[src/rtl/ps2_pkg.sv]
// Shared PS/2 scan-code constants, handshake/prefix state types and a byte classifier.
// Combinational definitions only; no latency or flow control of its own.
package ps2_pkg;

   localparam logic [7:0] PS2_EXT  = 8'hE0;
   localparam logic [7:0] PS2_BRK  = 8'hF0;
   localparam logic [7:0] PS2_ERR0 = 8'h00;
   localparam logic [7:0] PS2_ERR1 = 8'hFF;

   typedef enum logic {
      IDLE,
      ACK
   } hs_state_t;

   typedef enum logic [1:0] {
      NORM,
      E0,
      F0,
      E0F0
   } pfx_state_t;

   // Overrun/error markers from the receiver; they abort any prefix sequence.
   function automatic logic is_err_code(input logic [7:0] b);
      return (b == PS2_ERR0) || (b == PS2_ERR1);
   endfunction

endpackage

[src/rtl/ps2_key_tracker_if.sv]
// Receiver FIFO head: byte + non-empty flag towards the tracker, active-low pop strobe back.
// The pop strobe is low for one cycle per consumed byte; the FIFO retires its head on it.
interface ps2_key_tracker_if;
   logic [7:0] ps2_byte;
   logic       ps2_ready;
   logic       nextdata_n;

   modport master (
      output ps2_byte,
      output ps2_ready,
      input  nextdata_n
   );

   modport slave (
      input  ps2_byte,
      input  ps2_ready,
      output nextdata_n
   );
endinterface

[src/rtl/bcd_cnt2.sv]
// Two-digit BCD counter, increments one cycle after inc, wraps 99 -> 00.
// No backpressure: every inc pulse is counted.
module bcd_cnt2 (
   input  logic       clk,
   input  logic       rest,
   input  logic       inc,
   output logic [7:0] q
);

   logic [7:0] r_q;

   always_ff @(posedge clk) begin
      if (rest) begin
         r_q <= 8'h00;
      end else if (inc) begin
         if (r_q == 8'h99) begin
            r_q <= 8'h00;
         end else if (r_q[3:0] == 4'd9) begin
            r_q <= {r_q[7:4] + 4'd1, 4'd0};
         end else begin
            r_q <= {r_q[7:4], r_q[3:0] + 4'd1};
         end
      end
   end

   assign q = r_q;

endmodule

[src/rtl/ps2_key_tracker.sv]
// Pops PS/2 scan codes, strips E0/F0 prefixes, tracks the held key and counts presses in BCD.
// Outputs update one cycle after the byte is latched; at most one pop every two cycles.
module ps2_key_tracker
   import ps2_pkg::*;
(
   input  logic                     clk,
   input  logic                     rest,
   ps2_key_tracker_if.slave         rx,
   output logic [7:0]               key_code,
   output logic                     key_ext,
   output logic                     pressed,
   output logic                     key_event,
   output logic [7:0]               press_cnt
);

   hs_state_t  r_hs;
   pfx_state_t r_pfx;
   logic [7:0] r_byte;
   logic [7:0] r_key_code;
   logic       r_key_ext;
   logic       r_pressed;
   logic       r_key_event;

   logic       w_ack;
   logic       w_ext;
   logic       w_brk;
   logic       w_is_code;
   logic       w_match;
   logic       w_new_press;
   logic       w_release;

   assign w_ack       = (r_hs == ACK);
   assign w_ext       = (r_pfx == E0) || (r_pfx == E0F0);
   assign w_brk       = (r_pfx == F0) || (r_pfx == E0F0);
   assign w_is_code   = (r_byte != PS2_EXT) && (r_byte != PS2_BRK) && !is_err_code(r_byte);
   assign w_match     = (r_byte == r_key_code) && (w_ext == r_key_ext);
   // A make of the already-held key is typematic repeat, not a new press.
   assign w_new_press = w_ack && w_is_code && !w_brk && !(w_match && r_pressed);
   assign w_release   = w_ack && w_is_code && w_brk && w_match;

   always_ff @(posedge clk) begin
      if (rest) begin
         r_hs        <= IDLE;
         r_pfx       <= NORM;
         r_byte      <= 8'h00;
         r_key_code  <= 8'h00;
         r_key_ext   <= 1'b0;
         r_pressed   <= 1'b0;
         r_key_event <= 1'b0;
      end else begin
         r_key_event <= w_new_press;
         if (w_new_press) begin
            r_key_code <= r_byte;
            r_key_ext  <= w_ext;
            r_pressed  <= 1'b1;
         end else if (w_release) begin
            r_pressed  <= 1'b0;
         end

         case (r_hs)
            IDLE: begin
               if (rx.ps2_ready) begin
                  r_byte <= rx.ps2_byte;
                  r_hs   <= ACK;
               end
            end
            ACK: begin
               r_hs <= IDLE;
               if (r_byte == PS2_EXT) begin
                  r_pfx <= E0;
               end else if (r_byte == PS2_BRK) begin
                  if (r_pfx == NORM) begin
                     r_pfx <= F0;
                  end else if (r_pfx == E0) begin
                     r_pfx <= E0F0;
                  end
               end else begin
                  r_pfx <= NORM;
               end
            end
            default: r_hs <= IDLE;
         endcase
      end
   end

   assign rx.nextdata_n = !w_ack;
   assign key_code      = r_key_code;
   assign key_ext       = r_key_ext;
   assign pressed       = r_pressed;
   assign key_event     = r_key_event;

   bcd_cnt2 u_press_cnt (
      .clk  (clk),
      .rest (rest),
      .inc  (w_new_press),
      .q    (press_cnt)
   );

endmodule

[src/flat_wrapper.sv]
// flat-port wrapper written by rule: the top's interface ports become plain ports
module ps2_key_tracker_flat import ps2_pkg::*;
  (clk, rest, key_code, key_ext, pressed, key_event, press_cnt, rx_ps2_byte, rx_ps2_ready, rx_nextdata_n);
  ps2_key_tracker_if rx_i ();
  input  logic clk;
  input  logic rest;
  output logic [7:0] key_code;
  output logic key_ext;
  output logic pressed;
  output logic key_event;
  output logic [7:0] press_cnt;
  input wire logic [$bits(rx_i.ps2_byte)-1:0] rx_ps2_byte;
  input wire logic [$bits(rx_i.ps2_ready)-1:0] rx_ps2_ready;
  output wire logic [$bits(rx_i.nextdata_n)-1:0] rx_nextdata_n;
  assign rx_i.ps2_byte = rx_ps2_byte;
  assign rx_i.ps2_ready = rx_ps2_ready;
  assign rx_nextdata_n = rx_i.nextdata_n;
  ps2_key_tracker u_core (.clk(clk), .rest(rest), .rx(rx_i), .key_code(key_code), .key_ext(key_ext), .pressed(pressed), .key_event(key_event), .press_cnt(press_cnt));
endmodule
[config.mk]
export PLATFORM = sky130hd
export DESIGN_NAME = ps2_key_tracker_flat
export DESIGN_NICKNAME = d
export VERILOG_FILES = /design/src/rtl/ps2_pkg.sv /design/src/rtl/ps2_key_tracker_if.sv /design/src/rtl/bcd_cnt2.sv /design/src/rtl/ps2_key_tracker.sv /design/src/flat_wrapper.sv
export SDC_FILE = /design/constraint.sdc
export NUM_CORES = 1
export LEC_CHECK = 0
export CELL_PAD_IN_SITES_DETAIL_PLACEMENT = 1
export CELL_PAD_IN_SITES_GLOBAL_PLACEMENT = 2
export CORE_AREA = 2 2 77 72
export DETAILED_ROUTE_END_ITERATION = 16
export DIE_AREA = 0 0 79 74
export PLACE_DENSITY = 0.81
export SLEW_MARGIN = 20
export SYNTH_ARGS = -nofsm -noshare
export SYNTH_HDL_FRONTEND = slang
export SYNTH_HIERARCHICAL = 1
export SYNTH_SLANG_ARGS = --single-unit
export TNS_END_PERCENT = 30
[constraint.sdc]
create_clock -name clk -period 2.3 [get_ports clk]
set_input_delay 0.23 -clock clk [delete_from_list [all_inputs] [get_ports clk]]
set_output_delay 0.23 -clock clk [all_outputs]
set_load 0.01 [all_outputs]
==> results.yml, run 1 <==
timing:
  tns_ns: 0
  slew_violations: 0
  fin_skew_ns: 0.007430
  max_freq_mhz: 513.1
  hold_viol_final: 0
  period_share: 0.8473
  relSlewSlack: 0.6305
  rsz0062_at_grt: "false"
  finalSetupViolCount: 0
  worstMarginPinSlew_ns: 0.5531
  fin_ws_ns: 0.3511
  min_period_ns: 1.949
clock_network:
  clkTransAtPathRegs_ns: 0.07
  clock_path_buffers: 2
  postCtsHoldBufs: 0
  clock_sinks: 30
  cts_setup_buffers: 0
  clock_latency_ns: 0.28
  h-tree-depth: 2
  numCtsBuffers: 5
  clock_tree.root_cell: "clkbuf_8"
  cts_tree: "done"
  cts_resized: 0
synthesis:
  synthFlopType: "dfxtp_1"
  postSynthCellCount: 162
  synth_edf_count: 0
  synth_fp_nets: 177
  ys.warnings.count: 6
  synth_most_common_cell: "dfxtp_1"
  ys_types: 33
  synth_top_area_frac: 0.4134
  synthArstFlopShare: 0
  yosysTopAreaCell: "dfxtp_1"
  syn_avg_cell_area_um2: 8.967
  ys_seq_area_frac: 0.4134
  synthesis.area_mm2: 0.001453
  synth_area_leaders: "dfxtp_1, nand2b_1, mux2i_1"
  ys_ff_latch: 30
  synthTopCellsByCount: "dfxtp_1, nand2_1, nand2b_1, a21oi_1, xnor2_1"
detailed_routing:
  viasPerCell: 4.490
  finalWirelength_mm: 3.243
  dr.pass1.iters: 4
  drtIter0Drc: 39
  wl_per_cell_um: 12.33
  vias: 1181
  ant_nets: 0
  drc: 0
critical_path:
  cp-start-kind: "flip-flop"
  arrival_ns: 2.14
  required_ns: 2.49
  max_stage_delay_ns: 0.40
  critPathKind: "reg2reg"
  crit_fanout: 5
  slowest_stage: "nor4_4"
  path_buf_inv: 0
  end_kind: "flip-flop"
  cpLargestDelayFamily: "simple AND/OR/NAND/NOR gates"
  path_cells: "nor4_4, a31oi_1, o21ai_1, a21oi_2, and4b_2, or3_1, o31ai_1"
place:
  portBuffers: 30
  dp.final_hpwl_mm: 2.464
  place.gp.congestion: 0.7435
  place_ws_ns: 0.3775
worst_hold_path:
  hp-class: "reg2reg"
floorplan:
  io_pins: 31
  fp.dieW_um: 79
  coreArea_mm2: 0.005067
  start_util: 0.2867
  die_height_um: 74
  std_cell_rows: 25
  die_area_mm2: 0.005846
finish:
  finalNetCount: 210
  insertedDiodeCount: 0
  area_growth_pct: 31.44
  drive_gt1_frac: 0.07653
power_and_ir_drop:
  power.density_mw_per_mm2: 609.1
  pwr-share-seq: 0.492
  clockPowerShare: 0.371
  power.share.combinational: 0.137
  p_sw_frac: 0.2545
  power.switching_mw: 0.2960
  p_int_mw: 0.8670
  total_leakage_power_nw: 0.6905
  irDropWorstVdd_mv: 0.3209
grt:
  grt_pass1_wl_mm: 5.499
  grt_use_total: 0.1219
  grt_pass1_vias: 1140
  gr-total-overflow: 0
  grt_max_degree: 40
  antenna_found_initial: 0
status:
  status: "finished clean"
run:
  cap_violations: 0
[kinds of logic (layout without fill, tap and decap cells)]
kind of cell / after synthesis / count (layout) / share of synthesized area
AOI/OAI and AO/OA: 26 / 26 / 0.1008
xor gates and xnor gates: 12 / 12 / 0.07235
adders and majority gates: 4 / 4 / 0.03445
buffers and inverters: 12 / 46 / 0.04134
DFF: 30 / 30 / 0.4134
muxes: 9 / 9 / 0.06202
and+or+nand+nor: 69 / 69 / 0.2756
[layout by cell type, fill, tap and decap left out, types with 2 or more instances in the layout]
| cell | n |
|---|---|
| or3_1 | 2 |
| nor2b_1 | 2 |
| inv_1 | 5 |
| mux2i_1 | 9 |
| nand2b_1 | 20 |
| ha_1 | 4 |
| xor2_1 | 2 |
| nand3_1 | 5 |
| clkbuf_8 | 6 |
| nand2_1 | 21 |
| nand4_1 | 3 |
| o31ai_1 | 2 |
| dfxtp_1 | 30 |
| clkdlybuf4s50_1 | 30 |
| xnor2_1 | 10 |
| and3_1 | 2 |
| a31oi_1 | 2 |
| o21ai_0 | 2 |
| a21oi_1 | 15 |
| nor2_1 | 6 |
| buf_4 | 2 |
[power by group through the flow]
stage               sequential (mW)  clock [mW]  combinational (mW)
floorplan                     0.581           0              0.0985
global placement              0.583           0               0.160
detailed placement            0.584           0               0.162
CTS                           0.573       0.446               0.162
global route                  0.576       0.476               0.178
finish                        0.572       0.432               0.159
[state kept, by name (all words and copies together) (netlist names)]
name and count:
u_core/key_code 8, u_core/r_hs 1, u_core/key_event 1, u_core/r_pfx 2, u_core/r_byte 8, u_core/u_press_cnt/q 8
u_core/pressed 1, u_core/key_ext 1
[cell type report]
cell class | count | area, um2
sequential | 30 | 600.6
multi-input combinational | 120 | 795.8
timing repair buffer | 32 | 315.3
fill | 622 | 3158
clock inverter | 1 | 5.005
tap | 67 | 83.83
clock buffer | 7 | 86.33
inverter | 6 | 22.52
[worst paths after layout]
check                                       from  cells past startpoint  slack (ns)                 endpoint
worst max register to register  u_core/r_byte[1]                      7        0.35  u_core/u_press_cnt/q[5]
worst min register to register   u_core/r_pfx[1]                      2        0.46          u_core/r_pfx[1]
worst max-delay path            u_core/r_byte[1]                      7        0.35  u_core/u_press_cnt/q[5]
worst min-delay path             u_core/r_pfx[1]                      2        0.46          u_core/r_pfx[1]
[metal layers]
layer	track usage	part of all wire	vias to the layer above
li1	-	-	613
met1	0.1602	0.50	547
met2	0.1940	0.47	19
met3	0.02913	0.026	2
met4	0.05172	0.0052	0
met5	0	0	-
[worst reg2reg max path, delay by kind of cell (launching register included)]
| family | cells | cell delay [ns] |
|---|---|---|
| AO/OA/AOI/OAI | 4 | 0.49 |
| flip-flops | 1 | 0.39 |
| AND/OR/NAND/NOR | 3 | 0.97 |
[per-stage QoR]
stage	std cells	utilization	power [mW]	hold slack, ns	cell area [um2]
2_1_floorplan	162	-	0.6794	0.2991	1453
3_3_place_gp	255	0.3588	0.7429	0.4417	1818
3_5_place_dp	255	0.3588	0.7460	0.4479	1818
4_1_cts	263	0.3768	1.181	0.4569	1909
5_1_grt	263	0.3768	1.230	0.4752	1909
6_report	263	0.3768	1.163	0.4558	1909
Note: power is estimated with default switching activity, not from simulation.
==> run 2: changes to the inputs <==
- CORE_AREA: 2 2 77 72 -> 2 2 81 75
- DIE_AREA: 0 0 79 74 -> 0 0 83 77
- PLACE_DENSITY: 0.81 -> 0.78
- clock period: 2.3 -> 1.7 ns (I/O delays scaled with it)
==> run 2 against run 1 <==
The flow now finishes with violations (negative setup slack). Non-clock buffer count grew 34. Flip-flop and latch count is the same. First-iteration DRC count shrank 33%. Worst hold slack got worse by 0.042 ns. Clock power grew 40%.
==> results.yml, run 2 (synthesized netlist as in run 1, its figures left out) <==
critical_path:
  required_ns: 1.90
  crit_fanout: 5
  arrival_ns: 2.06
  rr_worst_depth: 7
  cp-start-kind: "flip-flop"
  critPathKind: "reg2reg"
  end_kind: "flip-flop"
floorplan:
  start_util: 0.2611
  die_area_mm2: 0.006391
  die_height_um: 77
  io_pins: 31
  fp.dieW_um: 83
  std_cell_rows: 26
  coreArea_mm2: 0.005563
finish:
  final_common_cell: "buf_4"
  drive_gt1_frac: 0.2826
  mostFrequentLayoutCells: "buf_4, clkdlybuf4s50_1, dfxtp_1"
  insertedDiodeCount: 0
  design_area_mm2: 0.002251
  finalNetCount: 244
  nFillCells: 666
  fin_util: 0.4046
  area_growth_pct: 54.95
detailed_routing:
  dr.pass1.iters: 2
  drtIter0Drc: 26
  finalWirelength_mm: 3.923
  vias: 1332
  wl_per_cell_um: 13.08
  ant_nets: 0
  viasPerCell: 4.440
  drc: 0
power_and_ir_drop:
  irDropWorstVdd_mv: 0.3588
  total_leakage_power_nw: 0.8832
  power.density_mw_per_mm2: 755.6
timing:
  rsz0062_at_grt: "true"
  relSlewSlack: 0.7895
  slew_violations: 0
  min_period_ns: 1.863
  hold_viol_final: 0
  fin_hold_ws_ns: 0.4135
  fin_ws_ns: -0.1627
  period_share: 1.096
  finalSetupViolCount: 7
  worstMarginPinSlew_ns: 0.3147
  max_freq_mhz: 536.9
  fin_skew_ns: 0.007838
clock_network:
  cts_tree: "done"
  h-tree-depth: 2
  clkTransAtPathRegs_ns: 0.07
  clock_latency_ns: 0.29
  clock_tree.root_cell: "clkbuf_8"
  numCtsBuffers: 5
  clock_sinks: 30
  clock_path_buffers: 2
place:
  dp.final_hpwl_mm: 2.857
  place.gp.congestion: 0.7598
  dpl_cell_area_mm2: 0.002033
  portBuffers: 30
grt:
  grt_pass1_vias: 1427
  grt_max_degree: 18
  antenna_found_initial: 0
  grt_pass1_wl_mm: 6.796
  gr-total-overflow: 0
  grt_use_total: 0.1301
status:
  violations: "negative setup slack"
  status: "finished with violations"
worst_hold_path:
  hp-class: "in2reg"
  hold_depth: 3
run:
  cap_violations: 0
[run 2: cell types whose count changed in the layout (fill, tap and decap cells not counted), moves of 2 or more]
cell     change
dfxtp_1      -8
dfxtp_2      +5
nand3_1      -2
a21oi_1      -2
nand3_2      +2
dfxtp_4      +3
buf_4       +33
o21ai_0      -2
[run 2: path summary, 6_finish.rpt]
kind              slack (ns)              from                 endpoint
setup / recovery       -0.16  u_core/r_byte[1]  u_core/u_press_cnt/q[5]
hold / removal          0.41    rx_ps2_byte[0]         u_core/r_byte[0]
setup reg to reg       -0.16  u_core/r_byte[1]  u_core/u_press_cnt/q[5]
hold reg to reg         0.46   u_core/r_pfx[1]          u_core/r_pfx[1]
[run 2: area by class of cell]
type | count | area [um2] | share of cell area
multi-input cells | 120 | 857.1 | 0.3808
flip-flops and latches | 30 | 618.1 | 0.2746
repair buffers | 66 | 574.3 | 0.2551
well taps | 70 | 87.58 | 0.03891
clock buffers | 7 | 86.33 | 0.03835
inverters | 6 | 22.52 | 0.01001
clock inverters | 1 | 5.005 | 0.002223
[run 2: critical path, stage by stage (launching register included)]
cell and delay (ns):
dfxtp_4 0.36, nor4_4 0.36, a31oi_2 0.09, o21ai_2 0.25, a21oi_4 0.07, and4b_2 0.25, or3_1 0.32, o31ai_1 0.08
[run 2: per-stage QoR]
stage | total power [mW] | setup TNS (ns) | instances | setup slack (ns)
floorplan | 0.9219 | -0.7786 | 162 | -0.2704
global placement | 1.052 | -0.3810 | 285 | -0.1243
detailed placement | 1.058 | -0.5878 | 285 | -0.1671
CTS | 1.697 | -0.5369 | 298 | -0.1289
global route | 1.789 | -1.347 | 300 | -0.2389
finish | 1.701 | -0.5324 | 300 | -0.1627
[run 2: routing by layer]
layer	GRT usage	share of wire	vias up
met2	0.2024	0.47	24
met3	0.03122	0.034	7
met4	0.05902	0.020	0
met5	0	0	-
li1	-	-	682
met1	0.1702	0.47	619
[run 2: where the power goes]
| part | total [mW] | internal (mW) | switching (mW) |
|---|---|---|---|
| combinational | 0.322 | 0.183 | 0.139 |
| clock | 0.606 | 0.326 | 0.280 |
| sequential | 0.772 | 0.732 | 0.0405 |
[run 2: timing repair]
action | 4_1_cts | 5_1_grt
hold buffers | 0 | 0
pin swaps | 4 | 4
resized for setup | 8 | 15
setup endpoints to repair | 8 | 18
buffers inserted | 5 | 3
gates cloned | 0 | 0
